===== src/rtl/prog_seq_detector.sv =====
`timescale 1ns/1ps
// Run-time programmable serial pattern detector with a saturating match counter.
// Latency: o is combinational (same cycle as the last pattern bit); state updates on the next edge.
// Backpressure: none; the source qualifies bits with i_valid and the detector holds while it is low.
module prog_seq_detector #(
    parameter  int MAX_LEN = 8,
    parameter  int CNT_W   = 8,
    localparam int LEN_W   = $clog2(MAX_LEN + 1)
) (
    input  logic               clk,
    input  logic               rst,
    input  logic               load,
    input  logic [MAX_LEN-1:0] pat,
    input  logic [LEN_W-1:0]   pat_len,
    input  logic               overlap,
    input  logic               i_valid,
    input  logic               i,
    input  logic               clr_cnt,
    output logic               o,
    output logic [CNT_W-1:0]   match_count
);

    localparam logic [MAX_LEN-1:0] DEFAULT_PAT = MAX_LEN'(4'b1101);
    localparam logic [LEN_W-1:0]   DEFAULT_LEN = LEN_W'(4);
    localparam logic [LEN_W-1:0]   FULL_LEN    = LEN_W'(MAX_LEN);

    logic [MAX_LEN-1:0] cfg_pat;
    logic [LEN_W-1:0]   cfg_len;
    // The oldest accepted bit can never take part in a compare, so only
    // MAX_LEN-1 bits of history are kept; the current bit completes the window.
    logic [MAX_LEN-2:0] history;
    logic [LEN_W-1:0]   fill;

    logic [MAX_LEN-1:0] window;
    logic [MAX_LEN-1:0] mask;
    logic               armed;
    logic               hit;
    logic [LEN_W-1:0]   len_clamped;
    logic [LEN_W-1:0]   fill_next;

    always_comb begin
        window = {history, i};
        mask   = '0;
        for (int k = 0; k < MAX_LEN; k++) begin
            mask[k] = (LEN_W'(k) < cfg_len);
        end
        // fill guard stops a pattern of zeros matching the cleared history
        armed = (cfg_len >= LEN_W'(2)) && (fill >= (cfg_len - LEN_W'(1)));
        hit   = (((window ^ cfg_pat) & mask) == '0);
        o     = i_valid & ~load & ~rst & armed & hit;
    end

    always_comb begin
        len_clamped = (pat_len > FULL_LEN) ? FULL_LEN : pat_len;
        fill_next   = (fill >= FULL_LEN) ? FULL_LEN : fill + LEN_W'(1);
    end

    always_ff @(posedge clk) begin
        if (rst) begin
            cfg_pat     <= DEFAULT_PAT;
            cfg_len     <= DEFAULT_LEN;
            history     <= '0;
            fill        <= '0;
            match_count <= '0;
        end else begin
            if (load) begin
                cfg_pat <= pat;
                cfg_len <= len_clamped;
                history <= '0;
                fill    <= '0;
            end else if (i_valid) begin
                if (o && !overlap) begin
                    history <= '0;
                    fill    <= '0;
                end else begin
                    history <= window[MAX_LEN-2:0];
                    fill    <= fill_next;
                end
            end

            if (clr_cnt) begin
                match_count <= '0;
            end else if (o && (match_count != '1)) begin
                match_count <= match_count + CNT_W'(1);
            end
        end
    end

endmodule

===== config.mk =====
export PLATFORM = sky130hd
export DESIGN_NAME = prog_seq_detector
export DESIGN_NICKNAME = d
export VERILOG_FILES = /design/src/rtl/prog_seq_detector.sv
export SDC_FILE = /design/constraint.sdc
export NUM_CORES = 1
export LEC_CHECK = 0
export CORE_MARGIN = 2
export CORE_UTILIZATION = 30
export CTS_BUF_LIST = sky130_fd_sc_hd__clkbuf_8
export DETAILED_ROUTE_END_ITERATION = 7
export PLACE_DENSITY = 0.61
export SYNTH_ARGS = -nofsm -noshare
export SYNTH_HDL_FRONTEND = slang
export SYNTH_SLANG_ARGS = --single-unit

===== constraint.sdc =====
create_clock -name clk -period 3.05 [get_ports clk]
set_clock_uncertainty 0.15 [all_clocks]
set_input_delay 0.305 -clock clk [delete_from_list [all_inputs] [get_ports clk]]
set_output_delay 0.305 -clock clk [all_outputs]
set_load 0.01 [all_outputs]

# After elaboration in Yosys (flattened, before gate mapping)
# Index checks and enable logic that the tools add are counted.
# classes
addsub	3
n_lt_le_gt_ge	12
n_eq_ne	1
n_mux	4
bitwise_logic	8
reduce_logical	7
# op_table
operator	count
3-bit by 4-bit < comparator with 1-bit output (first input constant)	4
4-bit 2-to-1 mux	3
8-bit by 1-bit adder with 8-bit output (second input constant)	1
8-bit AND	1
8-bit zero test	1
1-bit by 4-bit < comparator with 1-bit output (first input constant)	2
2-bit by 4-bit < comparator with 1-bit output (first input constant)	2
8-bit inequality test (second input constant)	1
8-bit bitwise XOR	1
7-bit 2-to-1 mux	1
4-bit by 1-bit adder with 4-bit output (second input constant)	1
1-bit AND	4
4-bit by 2-bit greater-or-equal comparator with 1-bit output (second input constant)	1
4-bit greater-or-equal comparator	1
4-bit greater-or-equal comparator (second input constant)	1
4-bit greater-than comparator (second input constant)	1
2-bit OR reduction	2
4-bit by 1-bit subtractor with 4-bit output (second input constant)	1
1-bit logical AND	3
1-bit inverter	2
1-bit zero test	1
# totals
reg_bits	31
in_bits	19
output_inout_bits	9
elab_cells	40

# Longest topological paths before layout
# Gate-level depths: netlist (run 1).
# depth
ltp_word	7
depth_mapped	11
depth_no_buf	11

# Least setup slack after synthesis (run 1)
# Ideal clock, no wire load.
# synth_timing
path_kind	flip-flop to flip-flop
from	register cfg_len[0]
to	register fill[1]
setup_time_ns	0.117
arrival_time_ns	2.637
required_time_ns	2.783
slack_ns	0.146
path_stages_with_launch	12
period_less_slack_ns	2.904
cell_sequence	dfxtp_1 > inv_1 > ha_1 > xnor2_1 > ha_1 > o21a_1 > nor2_1 > or4_1 > or3_4 > clkinv_1 > a21oi_1 > a32o_1
# synth_between
elab_chain_len	7
elab_cells_between_ends	18
# synth_rtl
element	line	source
start, declared	28	logic [LEN_W-1:0] cfg_len;
start signal, assigned	68	cfg_len <= len_clamped;
4-bit by 1-bit subtractor with 4-bit output	48	armed = (cfg_len >= LEN_W'(2)) && (fill >= (cfg_len - LEN_W'(1)));
4-bit greater-or-equal comparator	48	
1-bit logical AND	48	
1-bit AND	50	o = i_valid & ~load & ~rst & armed & hit;
1-bit AND (*)	50	
via o	19	output logic o,
1-bit logical AND (*)	72	if (o && !overlap) begin
4-bit 2-to-1 mux (*)	72	
end signal, assigned	77	fill <= fill_next;
end, declared	32	logic [LEN_W-1:0] fill;
# Mark *: on every way through the listed nets, which the timed path passes. The rest lies on a longest branch.
# A chain may end at the register's enable or synchronous reset.

# Worst setup path after layout (run 1)
# layout_timing
from	register cfg_len[0]
to	register match_count[4]
# layout_between
elab_chain_len	6
elab_cells_between_ends	17
# layout_rtl
element	line	source
4-bit by 1-bit subtractor with 4-bit output	48	
4-bit greater-or-equal comparator	48	
1-bit logical AND	48	
1-bit AND	50	
1-bit AND (*)	50	
1-bit logical AND (*)	83	end else if (o && (match_count != '1)) begin
end signal, assigned	84	match_count <= match_count + CNT_W'(1);
end, declared	20	output logic [CNT_W-1:0] match_count
# Mark *: on every way between the ends. The rest lies on a longest branch, timed or not.

==> impl_metrics.csv, run 1 <==
group,metric,value,unit
synthesis,synth_commonest_cells,"31 x dfxtp_1, 18 x nor2_1, 13 x a21oi_1",
routing,antenna_left,0,
floorplan,row_count,26,
synthesis,synthTopCellsByArea,"dfxtp_1 38%, ha_1 8.5%, xnor2_1 5.4%",
sta,rsz0062_at_grt,"yes",
hold_path,hold_path_class,"flip-flop to flip-flop",
cts,clk_latency,280,ps
cells_and_area,nets,246,
cells_and_area,syn_to_final_growth,33.1,%
synthesis,ys_warn_count,0,
synthesis,synth.largest_area_cell,"dfxtp_1",
routing,wl_per_cell,12.5,µm
synthesis,synth_ff_type,"dfxtp_1",
floorplan,io-pin-count,28,
synthesis,synth_top_area_share,38.4,%
floorplan,start_util,31.4,%
pwr,p_leak,0.000798,µW
setup_path,critPathCaptureType,"flip-flop",
sta,max_freq,0.338,GHz
synthesis,ys_ff_latch,31,
synthesis,yosysSeqAreaShare,38.4,%
cts,clock_path_buffers,2,
global_route,grt_pass1_vias,1358,
cts,path_clk_slew,70,ps
floorplan,core_area,5140,µm²
routing,drt_iter0_drc,92,
sta,min_period,2960,ps
cts,cts_tree,"yes",
setup_path,required,3120,ps
cts,clockRootBuffer,"clkbuf_8",
sta,slew-limit-headroom,28.5,%
floorplan,fp.dieArea,5980,µm²
setup_path,path_max_fanout,11,
routing,drc,0,
global_route,grt_max_degree,20,
synthesis,synth.most_common_cell,"dfxtp_1",
sta,setup_viol,0,
synthesis,synth_cell_types,42,
sta,hold_ws,367,ps
cts,htree_levels,2,
floorplan,dieHeight,77.4,µm
routing,vias,1417,
routing,drt_wl_total,3580,µm
cts,cts_sinks,31,
sta,final-max-slew-violation-count,0,
placed_design,io_buffers,27,
global_route,overflow,0,
setup_path,crit_type,"flip-flop to flip-flop",
setup_path,crit_arrival,3030,ps
cells_and_area,fin_util,41.8,%
cells_and_area,drive_gt1_share,15.2,%
placed_design,dp_hpwl,2680,µm
outcome,status,"finished clean",
routing,viasPerCell,4.94,
synthesis,synth_fp_nets,211,
global_route,antenna_found_initial,0,
placed_design,routabilityCongestion,0.835,
sta,period_share,96.9,%
synthesis,syn_inst,181,
sta,tightest_slew,1060,ps
floorplan,die_w,77.4,µm
synthesis,syn_area,1610,µm²
flow_run,maxCapViolCount,0,
pwr,vdd_ir_drop_max,0.269,mV
synthesis,avgSynthCellArea,8.92,µm²
synthesis,synth_edf_count,0,
cts,post_cts.repair.setup_buffers,0,
cts,cts_made_buffers,5,
synthesis,async_flop_share,0,%
routing,drt_first_pass_iters,4,
sta,finalHoldViolCount,0,
pwr,p_per_area,473,nW/µm²
global_route,grt_pass1_wl,6290,µm
cells_and_area,n_antenna_cell,0,
global_route,track_usage,13.2,%
setup_path,start_kind,"flip-flop",
==> worst max-delay path, cell delays in order (launching register included) <==
cell     delay [ps]
dfxtp_2         350
inv_2            60
ha_2            180
xnor2_1         130
ha_1            270
o21a_1          100
nor2_1           30
or4_1           500
or3_4           350
buf_6           150
or4_4           500
a21oi_2         120
==> path summary, 6_finish.rpt <==
kind / to / depth (start not counted) / slack [ps] / startpoint
min reg2reg: cfg_pat[4] / 2 / 370 / cfg_pat[4]
max: match_count[4] / 11 / 90 / cfg_len[0]
max reg2reg: match_count[4] / 11 / 90 / cfg_len[0]
min: cfg_pat[4] / 2 / 370 / cfg_pat[4]
==> flip-flops by register name, indices dropped and copies added (netlist names) <==
register     cells
history          7
cfg_pat          8
match_count      8
fill             4
cfg_len          4
==> power breakdown <==
part           internal (µW)  total (µW)  switching (µW)
clock                    326         485             160
sequential               415         425            9.08
combinational           58.2         105            47.3
==> routing by layer <==
layer | GRT usage [%] | share of wire [%] | vias to the layer above
li1 | - | - | 721
met1 | 17.7 | 49 | 667
met2 | 19.9 | 46 | 23
met3 | 3.72 | 3.6 | 6
met4 | 5.36 | 1.7 | 0
met5 | 0 | 0 | -
==> metrics by stage <==
| step | instance area (µm²) | total power (µW) | instances | TNS, ps | setup WS, ps |
|---|---|---|---|---|---|
| 6_report | 2150 | 1020 | 287 | 0 | 94.0 |
| 5_1_grt | 2150 | 1060 | 287 | -119 | -65.7 |
| 4_1_cts | 2130 | 1030 | 287 | 0 | 16.3 |
| 3_5_place_dp | 1990 | 539 | 279 | -23.5 | -23.5 |
| 3_3_place_gp | 1990 | 538 | 279 | -1.98 | -1.98 |
| 2_1_floorplan | 1610 | 495 | 181 | 0 | 146 |
==> final cells by class <==
| cell class | count | area (µm²) |
|---|---|---|
| timing repair buffer | 37 | 344 |
| clock inverter | 3 | 67.6 |
| fill | 541 | 2990 |
| multi-input combinational | 130 | 913 |
| clock buffer | 5 | 68.8 |
| tap | 70 | 87.6 |
| sequential | 31 | 626 |
| inverter | 11 | 41.3 |
==> cell families after synthesis <==
family | Yosys count | synth area share [%]
AND/OR/NAND/NOR | 58 | 18.4
adder cells (fa/ha/maj) | 11 | 8.53
XOR/XNOR | 10 | 5.43
multiplexers | 6 | 3.72
flip-flops | 31 | 38.4
AO/OA/AOI/OAI | 45 | 19.3
buffers and inverters | 20 | 6.12
==> cells in the final DEF (no fill, tap or decap), types with 2 or more instances in the layout <==
cell type	n
nand2_1	10
nor2b_1	3
inv_1	8
mux2i_1	6
ha_1	10
or4_1	2
nor3_1	2
dfxtp_1	29
clkdlybuf4s50_1	26
a21oi_2	3
a22o_1	7
buf_4	9
a21oi_1	11
bufinv_16	2
o41ai_1	2
xnor2_1	10
and3_1	2
nand3_1	5
nor4_1	3
clkbuf_8	5
inv_2	2
o21ai_0	8
or2_2	2
a211o_1	3
nor2_1	18
or3_1	4
==> repair_timing <==
| item | 4_1_cts | 5_1_grt |
|---|---|---|
| pin swaps | 0 | 1 |
| endpoints found under the setup margin | 2 | 10 |
| hold buffers | 0 | 0 |
| gates resized for setup | 6 | 9 |
Power figures use the tool's default switching activity.
==> run 2, diff against run 1 <==
Settings changed: MAX_ROUTING_LAYER set to met4.
==> impl_metrics.csv, run 2 (synthesis results as in run 1) <==
group,metric,value,unit
floorplan,die_w,77.4,µm
pwr,p_clk_share,47.8,%
sta,min_period,2960,ps
outcome,status,"finished clean",
pwr,pwr-share-seq,41.8,%
pwr,p_int,799,µW
cells_and_area,largestRegisters,"cfg_pat x8, match_count x8, history x7",
pwr,power,1020,µW
routing,antenna_left,0,
cts,clk_latency,280,ps
placed_design,routabilityCongestion,0.848,
global_route,grt_pass1_vias,1361,
sta,period_share,96.9,%
pwr,p_sw,216,µW
routing,drt_iter0_drc,92,
setup_path,rrSetupSlack,90,ps
pwr,p_comb_share,10.4,%
floorplan,core_area,5140,µm²
sta,tightest_slew,1080,ps
setup_path,rr_worst_depth,11,
routing,vias,1413,
routing,viasPerCell,4.92,
pwr,p_per_area,473,nW/µm²
setup_path,crit_end,"match_count[4]",
cells_and_area,final_cell_mix,"29 x dfxtp_1, 26 x clkdlybuf4s50_1, 18 x nor2_1, 11 x a21oi_1",
floorplan,row_count,26,
global_route,grt_max_degree,20,
sta,setup_viol,0,
cts,clock_path_buffers,2,
cells_and_area,final_common_cell,"dfxtp_1",
routing,drc,0,
sta,rsz0062_at_grt,"yes",
hold_path,hold_path_class,"flip-flop to flip-flop",
routing,drt_wl_total,3590,µm
cts,cts_made_buffers,5,
setup_path,required,3120,ps
floorplan,fp.dieArea,5980,µm²
cells_and_area,nets,246,
setup_path,crit_arrival,3030,ps
pwr,switching_share,21.3,%
floorplan,dieHeight,77.4,µm
placed_design,post-place-cells,279,
cts,cts_sinks,31,
setup_path,path_max_fanout,11,
cells_and_area,n_antenna_cell,0,
setup_path,rr_endpoint,"match_count[4]",
routing,drt_first_pass_iters,4,
setup_path,r2r-start,"cfg_len[0]",
cells_and_area,syn_to_final_growth,33.1,%
sta,slew-limit-headroom,27.1,%
placed_design,post_dp_cell_area,1990,µm²
global_route,overflow,0,
cells_and_area,fin_cells,287,
cts,htree_levels,2,
sta,final-max-slew-violation-count,0,
routing,wl_per_cell,12.5,µm
global_route,antenna_found_initial,0,
setup_path,critPathCaptureType,"flip-flop",
global_route,track_usage,13.6,%
setup_path,crit_path_start,"cfg_len[0]",
flow_run,maxCapViolCount,0,
cts,path_clk_slew,70,ps
floorplan,io-pin-count,28,
sta,max_freq,0.338,GHz
pwr,p_leak,0.000798,µW
setup_path,start_kind,"flip-flop",
setup_path,crit_type,"flip-flop to flip-flop",
sta,finalHoldViolCount,0,
global_route,grt_pass1_wl,6290,µm
floorplan,start_util,31.4,%
cells_and_area,final_area,2150,µm²
placed_design,dp_hpwl,2680,µm
cts,clockRootBuffer,"clkbuf_8",
pwr,vdd_ir_drop_max,0.269,mV
placed_design,io_buffers,27,
cells_and_area,drive_gt1_share,15.2,%
cts,cts_tree,"yes",
run 2: cell counts in the layout (fill, tap and decap cells not counted):
No cell type changed its count.
run 2: power groups by stage:
stage          registers [µW]  logic, µW  clock network, µW
2_1_floorplan             432       63.6                  0
6_report                  424        105                485
4_1_cts                   425        106                498
5_1_grt                   426        118                515
3_5_place_dp              433        105                  0
3_3_place_gp              434        104                  0
run 2: layer usage:
layer / part of all wire, % / vias to the layer above / track usage [%] / wire length, µm
li1: - / 721 / - / -
met1: 50 / 663 / 17.7 / 1780
met2: 46 / 23 / 19.9 / 1630
met3: 3.1 / 6 / 3.72 / 113
met4: 1.7 / 0 / 5.36 / 61
met5: 0 / - / - / 0
run 2: critical path: stages, from the launching register on:
cell and delay [ps]:
dfxtp_2 350, inv_2 60, ha_2 180, xnor2_1 130, ha_1 270, o21a_1 100, nor2_1 30, or4_1 500
or3_4 350, buf_6 150, or4_4 500, a21oi_2 120
run 2: cell type report:
type,count,area (µm²)
clock buffers,5,68.8
multi-input cells,130,913
well taps,70,87.6
fillers,541,2990
repair buffers,37,344
clock inverters,3,67.6
inverters,11,41.3
flip-flops and latches,31,626
run 2: how the worst min path moves through the flow:
stage | endpoint | cells past startpoint | startpoint
CTS | history[6] | 1 | history[6]
global placement | history[6] | 1 | history[6]
finish | cfg_pat[6] | 2 | cfg_pat[6]
floorplan | cfg_len[2] | 1 | pat_len[3]
detailed placement | history[6] | 1 | history[6]
global route | match_count[5] | 2 | match_count[5]
run 2: repair_timing:
item	4_1_cts	5_1_grt
endpoints found under the setup margin	2	10
pin swaps	0	1
setup buffers	0	0
hold buffers	0	0
resized for setup	6	9
run 2: metrics by stage:
stage / hold slack, ps / utilization (%) / setup WS [ps] / setup TNS, ps
floorplan: 266 / - / 146 / 0
global placement: 338 / 38.7 / -1.98 / -1.98
detailed placement: 351 / 38.7 / -23.5 / -23.5
CTS: 368 / 41.5 / 16.3 / 0
global route: 396 / 41.8 / -65.7 / -119
finish: 368 / 41.8 / 94.5 / 0
